**src/rtl/prog_line_fetcher.sv**
```systemverilog
// Program-cache refill engine: fetches a 64-byte line as 16 in-order word reads and queues it.
// Optional duplicate-request suppression is enabled by defining PROG_FETCH_DEDUP_EN.
module prog_line_fetcher #(
    parameter int LINE_WIDTH      = 512,
    parameter int WORD_WIDTH      = 32,
    parameter int WORDS_PER_LINE  = 16,
    parameter int TAG_WIDTH       = 18,
    parameter int INDEX_WIDTH     = 8,
    parameter int MAX_OUTSTANDING = 4,
    parameter int OUT_DEPTH       = 2
) (
    input  logic                   clk,
    input  logic                   reset,
    input  logic                   req_valid,
    output logic                   req_ready,
    input  logic [TAG_WIDTH-1:0]   req_tag,
    input  logic [INDEX_WIDTH-1:0] req_index,
    output logic                   mem_req_valid,
    input  logic                   mem_req_ready,
    output logic [31:0]            mem_addr,
    input  logic                   mem_rsp_valid,
    input  logic [WORD_WIDTH-1:0]  mem_rsp_data,
    input  logic                   mem_rsp_err,
    output logic                   out_valid,
    input  logic                   out_ready,
    output logic [TAG_WIDTH-1:0]   out_tag,
    output logic [INDEX_WIDTH-1:0] out_index,
    output logic [LINE_WIDTH-1:0]  out_data,
    output logic                   fetch_err,
    output logic [1:0]             dbg_state
);

    // Handshakes: a transfer happens on a rising edge where valid and ready are both 1;
    // valid never depends combinationally on the matching ready.

    localparam int CW = $clog2(WORDS_PER_LINE) + 1;
    localparam int PW = (OUT_DEPTH > 1) ? $clog2(OUT_DEPTH) : 1;
    localparam logic [CW-1:0] LAST_WORD = CW'(WORDS_PER_LINE - 1);

    typedef enum logic [1:0] {
        S_IDLE  = 2'd0,
        S_FETCH = 2'd1,
        S_DRAIN = 2'd2
    } state_t;

    state_t state_q, state_d;

    logic [TAG_WIDTH-1:0]   tag_q;
    logic [INDEX_WIDTH-1:0] index_q;
    logic [CW-1:0]          issue_cnt;
    logic [CW-1:0]          rsp_cnt;
    logic [3:0]             outstanding;
    logic [LINE_WIDTH-1:0]  line_q;
    logic [LINE_WIDTH-1:0]  line_d;

    logic [TAG_WIDTH-1:0]   fifo_tag   [OUT_DEPTH];
    logic [INDEX_WIDTH-1:0] fifo_index [OUT_DEPTH];
    logic [LINE_WIDTH-1:0]  fifo_data  [OUT_DEPTH];
    logic [PW-1:0]          wr_ptr;
    logic [PW-1:0]          rd_ptr;
    logic [PW:0]            fifo_count;

    logic room, dup_hit, accept, issue_fire, rsp_take, push, pop, err_hit;

    assign room       = fifo_count < (PW+1)'(OUT_DEPTH);
    assign out_valid  = fifo_count != '0;
    assign pop        = out_valid & out_ready;
    assign issue_fire = mem_req_valid & mem_req_ready;
    assign rsp_take   = (state_q != S_IDLE) & mem_rsp_valid;
    assign mem_addr   = {tag_q, index_q, issue_cnt[CW-2:0], 2'b00};
    assign dbg_state  = state_q;

    assign out_tag   = out_valid ? fifo_tag[rd_ptr]   : '0;
    assign out_index = out_valid ? fifo_index[rd_ptr] : '0;
    assign out_data  = out_valid ? fifo_data[rd_ptr]  : '0;

`ifdef PROG_FETCH_DEDUP_EN
    logic [PW-1:0] off;
    always_comb begin
        dup_hit = 1'b0;
        off     = '0;
        if (state_q == S_FETCH && req_tag == tag_q && req_index == index_q)
            dup_hit = 1'b1;
        // Only entries between the read pointer and read pointer + count are live.
        for (int i = 0; i < OUT_DEPTH; i++) begin
            off = PW'(i) - rd_ptr;
            if ({1'b0, off} < fifo_count && fifo_tag[i] == req_tag && fifo_index[i] == req_index)
                dup_hit = 1'b1;
        end
    end
`else
    assign dup_hit = 1'b0;
`endif

    always_comb begin
        line_d = line_q;
        line_d[int'(rsp_cnt[CW-2:0]) * WORD_WIDTH +: WORD_WIDTH] = mem_rsp_data;
    end

    always_comb begin
        state_d       = state_q;
        req_ready     = 1'b0;
        mem_req_valid = 1'b0;
        accept        = 1'b0;
        push          = 1'b0;
        err_hit       = 1'b0;
        case (state_q)
            S_IDLE: begin
                req_ready = reset & (room | dup_hit);
                accept    = req_valid & req_ready & ~dup_hit;
                if (accept)
                    state_d = S_FETCH;
            end
            S_FETCH: begin
                req_ready     = reset & dup_hit;
                mem_req_valid = reset & (issue_cnt < CW'(WORDS_PER_LINE))
                                      & (outstanding < 4'(MAX_OUTSTANDING));
                if (mem_rsp_valid) begin
                    if (mem_rsp_err) begin
                        err_hit = 1'b1;
                        state_d = S_DRAIN;
                    end else if (rsp_cnt == LAST_WORD) begin
                        push    = 1'b1;
                        state_d = S_IDLE;
                    end
                end
            end
            S_DRAIN: begin
                if (outstanding == 4'd0)
                    state_d = S_IDLE;
            end
            default: state_d = S_IDLE;
        endcase
    end

    always_ff @(posedge clk) begin
        if (!reset) begin
            state_q     <= S_IDLE;
            tag_q       <= '0;
            index_q     <= '0;
            issue_cnt   <= '0;
            rsp_cnt     <= '0;
            outstanding <= '0;
            line_q      <= '0;
            wr_ptr      <= '0;
            rd_ptr      <= '0;
            fifo_count  <= '0;
            fetch_err   <= 1'b0;
        end else begin
            state_q   <= state_d;
            fetch_err <= err_hit;
            if (accept) begin
                tag_q       <= req_tag;
                index_q     <= req_index;
                issue_cnt   <= '0;
                rsp_cnt     <= '0;
                outstanding <= '0;
            end else if (state_q != S_IDLE) begin
                if (issue_fire)
                    issue_cnt <= issue_cnt + CW'(1);
                if (rsp_take)
                    rsp_cnt <= rsp_cnt + CW'(1);
                if (state_q == S_FETCH && mem_rsp_valid)
                    line_q <= line_d;
                case ({issue_fire, rsp_take && outstanding != 4'd0})
                    2'b10:   outstanding <= outstanding + 4'd1;
                    2'b01:   outstanding <= outstanding - 4'd1;
                    default: outstanding <= outstanding;
                endcase
            end
            if (push)
                wr_ptr <= wr_ptr + PW'(1);
            if (pop)
                rd_ptr <= rd_ptr + PW'(1);
            case ({push, pop})
                2'b10:   fifo_count <= fifo_count + (PW+1)'(1);
                2'b01:   fifo_count <= fifo_count - (PW+1)'(1);
                default: fifo_count <= fifo_count;
            endcase
        end
    end

    // The final word is merged via line_d so the line is pushed on the same edge it completes.
    always_ff @(posedge clk) begin
        if (push) begin
            fifo_tag[wr_ptr]   <= tag_q;
            fifo_index[wr_ptr] <= index_q;
            fifo_data[wr_ptr]  <= line_d;
        end
    end

endmodule

```
**config.mk**
```make
export PLATFORM = sky130hd
export DESIGN_NAME = prog_line_fetcher
export DESIGN_NICKNAME = d
export VERILOG_FILES = /design/src/rtl/prog_line_fetcher.sv
export SDC_FILE = /design/constraint.sdc
export NUM_CORES = 2
export LEC_CHECK = 0
export CAP_MARGIN = 20
export CORE_MARGIN = 1
export CORE_UTILIZATION = 30
export CTS_BUF_LIST = sky130_fd_sc_hd__clkbuf_16
export CTS_CLUSTER_DIAMETER = 60
export DETAILED_ROUTE_END_ITERATION = 16
export GPL_TIMING_DRIVEN = 0
export PLACE_DENSITY = 0.5
export SLEW_MARGIN = 20
export SYNTH_ARGS = -nofsm -noshare
export SYNTH_HDL_FRONTEND = slang
export SYNTH_SLANG_ARGS = --single-unit
```
**constraint.sdc**
```tcl
create_clock -name clk -period 33 [get_ports clk]
set_input_delay 6.6 -clock clk [delete_from_list [all_inputs] [get_ports clk]]
set_output_delay 6.6 -clock clk [all_outputs]
set_load 0.005 [all_outputs]
```
-- Word-level counts from Yosys, hierarchy flattened
Memory sizes are Yosys's and may differ from the RTL's. A register that Yosys moved wholly into a read port is not among the register bits.
Index checks and enable logic that the tools add are counted.
W data, S select, Z words.
- register bits after elaboration: 559
- memory bits (writable): 1076
- input port bits: 65
- logic and storage cells: 92
- memories: 3
- memory list (memory ; words ; bits a word ; rd ports ; clocked after memory_dff ; write ports ; line ; text):
    fifo_data ; 2 ; 512 ; 1 ; 1 ; 1 ; 58 ; logic [LINE_WIDTH-1:0] fifo_data [OUT_DEPTH];
    fifo_tag ; 2 ; 18 ; 1 ; 1 ; 1 ; 56 ; logic [TAG_WIDTH-1:0] fifo_tag [OUT_DEPTH];
    fifo_index ; 2 ; 8 ; 1 ; 1 ; 1 ; 57 ; logic [INDEX_WIDTH-1:0] fifo_index [OUT_DEPTH];
- add/sub/neg operators: 9
- order comparisons: 3
- eq/ne operators: 11
- shifts and indexed selects: 2
- muxes and demuxes: 28
- bitwise operators: 9
- reductions and logical operators: 16
- operator list (cell ; count):
    $bwmux W512 ; 1
    $mux W512 ; 1
    $shift A32 B33 Y512 const A ; 1
    $shiftx A32 B33 Y512 ; 1
    $neg A9 Y33 ; 1
    $mux W18 ; 1
    $mux W1 ; 16
    $add A5 B1 Y5 const B ; 2
    $mux W2 ; 5
    $mux W8 ; 1
    $pmux W4 S2 ; 1
    $reduce_bool A2 Y1 ; 4
    $and A1 B1 Y1 ; 7
    $eq A2 B1 Y1 const B ; 3
    $eq A2 B2 Y1 const B ; 3
    $ne A2 B2 Y1 const B ; 3
    $pmux W2 S3 ; 1
    $reduce_and A2 Y1 ; 3
    $reduce_and A3 Y1 ; 2
    $eq A5 B4 Y1 const B ; 1
    $lt A5 B5 Y1 const B ; 1
    $add A4 B1 Y4 const B ; 1
    $logic_not A4 Y1 ; 1
    $lt A4 B3 Y1 const B ; 1
    13 further kinds ; 16

-- Longest topological paths before layout
- depth after elaboration: 8
- depth in mapped cells: 11
- gate-level depth less buffers: 9

-- Worst setup path after synthesis
No wires, ideal clock.
- path kind: input to register
- start: input mem_rsp_valid
- end: memory fifo_data[0][0], enable pin
- arrival time: 29.697 ns
- required time: 31.548 ns
- slack: 1.851 ns
- stages: 5
- path buffers: 1
- cells stage by stage: nand3b_1 buf_1 nor3b_1 inv_1 nor2_1
- cells in the longest elaborated chain, start to end: 4
- RTL lines (what ; line ; text):
    start: declaration ; 21 ; input logic mem_rsp_valid,
    $mux W1 ; 118 ; if (mem_rsp_valid) begin
    $mux W1 ; 107 ; case (state_q)
    $mux W1 ; 185 ; if (push) begin
    $mux W1 (implied by the code) ; 188 ; fifo_data[wr_ptr] <= line_d;
    end: declaration ; 58 ;
Every way passes these cells.

-- Worst setup path after layout
- start: input reset
- end: output req_ready
- cells in the longest elaborated chain, start to end: 2
- RTL lines (what ; line ; text):
    start: declaration ; 13 ; input logic reset,
    $and A1 B1 Y1 ; 109 ; req_ready = reset & (room | dup_hit);
    $mux W1 ; 107 ;
    end: declaration ; 15 ; output logic req_ready,
Every way passes these cells.

==> metrics.txt <==
Yosys cell types 58; Setup violations, final 0; DR WL/cell 26.86 um; PwrDens 50.45 nW/um^2; Die Area 229,800 um^2; hold endpoint line_q[217]; vias in the first global route 48,268; DP Worst Slack 17.50 ns; Initial Util 30.31%; Core Box Area 225,500 um^2; CTS Sinks 1,636; Final min period 15.49 ns; Post CTS Setup Buffer Count 0; Post-Syn Area per Cell 11.71 um^2; r2r startpoint rsp_cnt[0]; IO Port Bufs 629; vias per cell 4.968; htree depth 4; first-pass GRT wire length 365,700 um; Post-DP HPWL 197,500 um; Crit Path Max Fanout 10; mapped cell area 68,360 um^2; RSZ-0062 raised after global routing false; Clock Latency Late Sink 0.85 ns; DRT iter0 DRCs 4,665; hold crit path type reg2reg; post-synthesis cell count 5,839; CP Class in2out; layout cells sized above 1 8.629%; routed vias 49,149; Slew Viols, Final 0; row cnt 174; Syn. warnings 0; worst path arrival time 8.89 ns; GP Congestion 0.8657; Overflow after GRT 0; post_cts resized 0; peak supply drop 0.05394 mV; Clock Path Buffers 3; post-route ant nets 0; DIE HEIGHT 479.4 um; crit path capture type primary output; max-capacitance violation count 0; Fmax 64.56 MHz; Worst Min Path Start line_q[217]; sequential share of the synthesized area 63.66%; Fin Clk Skew 0.03268 ns; die width 479.4 um; Placed Cells 9,531; flops & latches, synth 1,636; Layout Nets 6,805; post-route setup slack 17.51 ns; R2R depth 8; startpoint types primary input; Reg2Reg Setup Slack 28.58 ns; CTS root buf clkbuf_16; Fin Hold WS 0.4575 ns; hold_buf cts 0; ys async rst share 0%; CTS tree done; initial antenna violation count 30; final worst path period share 46.94%; First-pass DRT Iterations 6; Leak 28.91 nW; EDFF count, synth 1,076; R2R Path End fifo_data[1][102]; GR Util All Layers 22.52%; Total Neg Setup Slack 0 ns; Critical Path RT 26.40 ns; total power 4.348 mW; total wire length 265,800 um; top_reg_cell synth edfxtp_1; residual DRC count 0; fin cells 9,894; worst slew pin tran 1.197 ns; largest net degree at the start of global routing 52; Ports 641; CTS Buf Count 189; relative slew slack 19.98%; area growth from synthesis to layout 26.07%; status complete, no violations; Final Hold Vio Count 0; hold depth 2; clock-pin slew on the worst setup and hold paths 0.06 ns
-- synthesized netlist by cell type (all sizes together) (8+ instances only) --
cell | count | area [um^2]
a21oi | 64 | 320.3
and2 | 38 | 237.7
buf | 133 | 649.4
clkbuf | 338 | 1270
dfxtp | 560 | 11210
edfxtp | 1076 | 32310
ha | 9 | 112.6
inv | 15 | 56.30
mux2 | 127 | 1430
mux2i | 1020 | 10210
nand2 | 1107 | 4155
nand3 | 229 | 1146
nand4 | 49 | 306.5
nor2 | 570 | 2142
o2111ai | 8 | 70.07
o21ai | 414 | 2076
o31ai | 14 | 105.1
or3 | 9 | 56.30
xnor2 | 8 | 70.07
-- where the power goes --
part           switching, mW  internal [mW]  leakage, nW
Combinational         0.0995         0.0313         10.8
Clock                  0.879           1.17         3.18
Sequential           0.00284           2.16         14.9
-- layout make-up --
type,count,area (um^2)
Antenna cell,7,17.52
Buffer,471,1988
Clock buffer,194,4855
Clock inverter,162,1199
Fill cell,22042,139400
Inverter,15,56.30
Multi-Input combinational cell,3718,22940
Sequential cell,1636,43520
Tap cell,2992,3744
Timing Repair Buffer,699,7859
-- sequential cells by signal, indices dropped and copies added (netlist names), named ones only --
signal / cells
fifo_data: 1024
line_q: 512
fifo_tag: 36
tag_q: 18
fifo_index: 16
index_q: 8
issue_cnt: 5
rsp_cnt: 5
outstanding: 4
dbg_state: 2
fifo_count: 2
fetch_err: 1
rd_ptr: 1
wr_ptr: 1
-- layout by cell type (no fill, tap or decap), types with 9 or more instances in the layout --
| cell | instances |
|---|---|
| buf_12 | 31 |
| nor2_1 | 566 |
| inv_1 | 70 |
| buf_4 | 23 |
| clkbuf_16 | 194 |
| buf_1 | 44 |
| mux2i_1 | 1020 |
| clkinv_1 | 38 |
| dfxtp_1 | 560 |
| or3_1 | 9 |
| bufinv_16 | 13 |
| clkbuf_1 | 293 |
| and2_1 | 36 |
| clkdlybuf4s50_1 | 623 |
| o21ai_0 | 411 |
| edfxtp_1 | 1076 |
| buf_2 | 74 |
| nand3_1 | 229 |
| mux2_2 | 99 |
| clkinv_2 | 23 |
| ha_1 | 9 |
| mux2_1 | 28 |
| nand2_1 | 1107 |
| a21oi_1 | 64 |
| clkbuf_2 | 45 |
| o31ai_1 | 14 |
| buf_16 | 33 |
| nand4_1 | 49 |
-- cell families after synthesis --
group	count (synthesis)	share of synthesized area, %
xor+xnor	12	0.1537
flops	1636	63.66
simple gates	2034	12.15
fa+ha+maj	10	0.1940
buf+inv	486	2.890
compound gates	513	3.913
other cells	1	0.005486
mux	1147	17.03
-- critical path, stage by stage --
cell and delay, ns:
clkdlybuf4s50_1 0.65, clkbuf_1 0.42, nor4b_1 0.45, clkdlybuf4s50_1 0.76
-- worst max path at each step --
stage	from	to	slack [ns]
6_report	reset	req_ready	17.51
5_1_grt	reset	req_ready	17.50
4_1_cts	reset	req_ready	17.49
3_5_place_dp	reset	req_ready	17.50
3_3_place_gp	mem_rsp_valid	fifo_data[0][242]	-15.81
2_1_floorplan	mem_rsp_valid	fifo_data[0][0]	1.85
-- stage by stage --
stage	cell area, um^2	util [%]
after floorplan	68370	-
after global placement	78410	34.76
after detailed placement	80090	35.51
after CTS	86150	38.19
after global routing	86170	38.21
final	86180	38.21
-- routing by layer --
layer,global-route usage (%),up-vias,share of wire (%)
met5,0,-,0.0049
met4,10.75,2,5.0
met3,3.986,384,6.3
met2,35.65,1834,46
met1,29.75,24545,43
li1,-,22384,-
No activity file was read; power rests on OpenSTA's default activity.
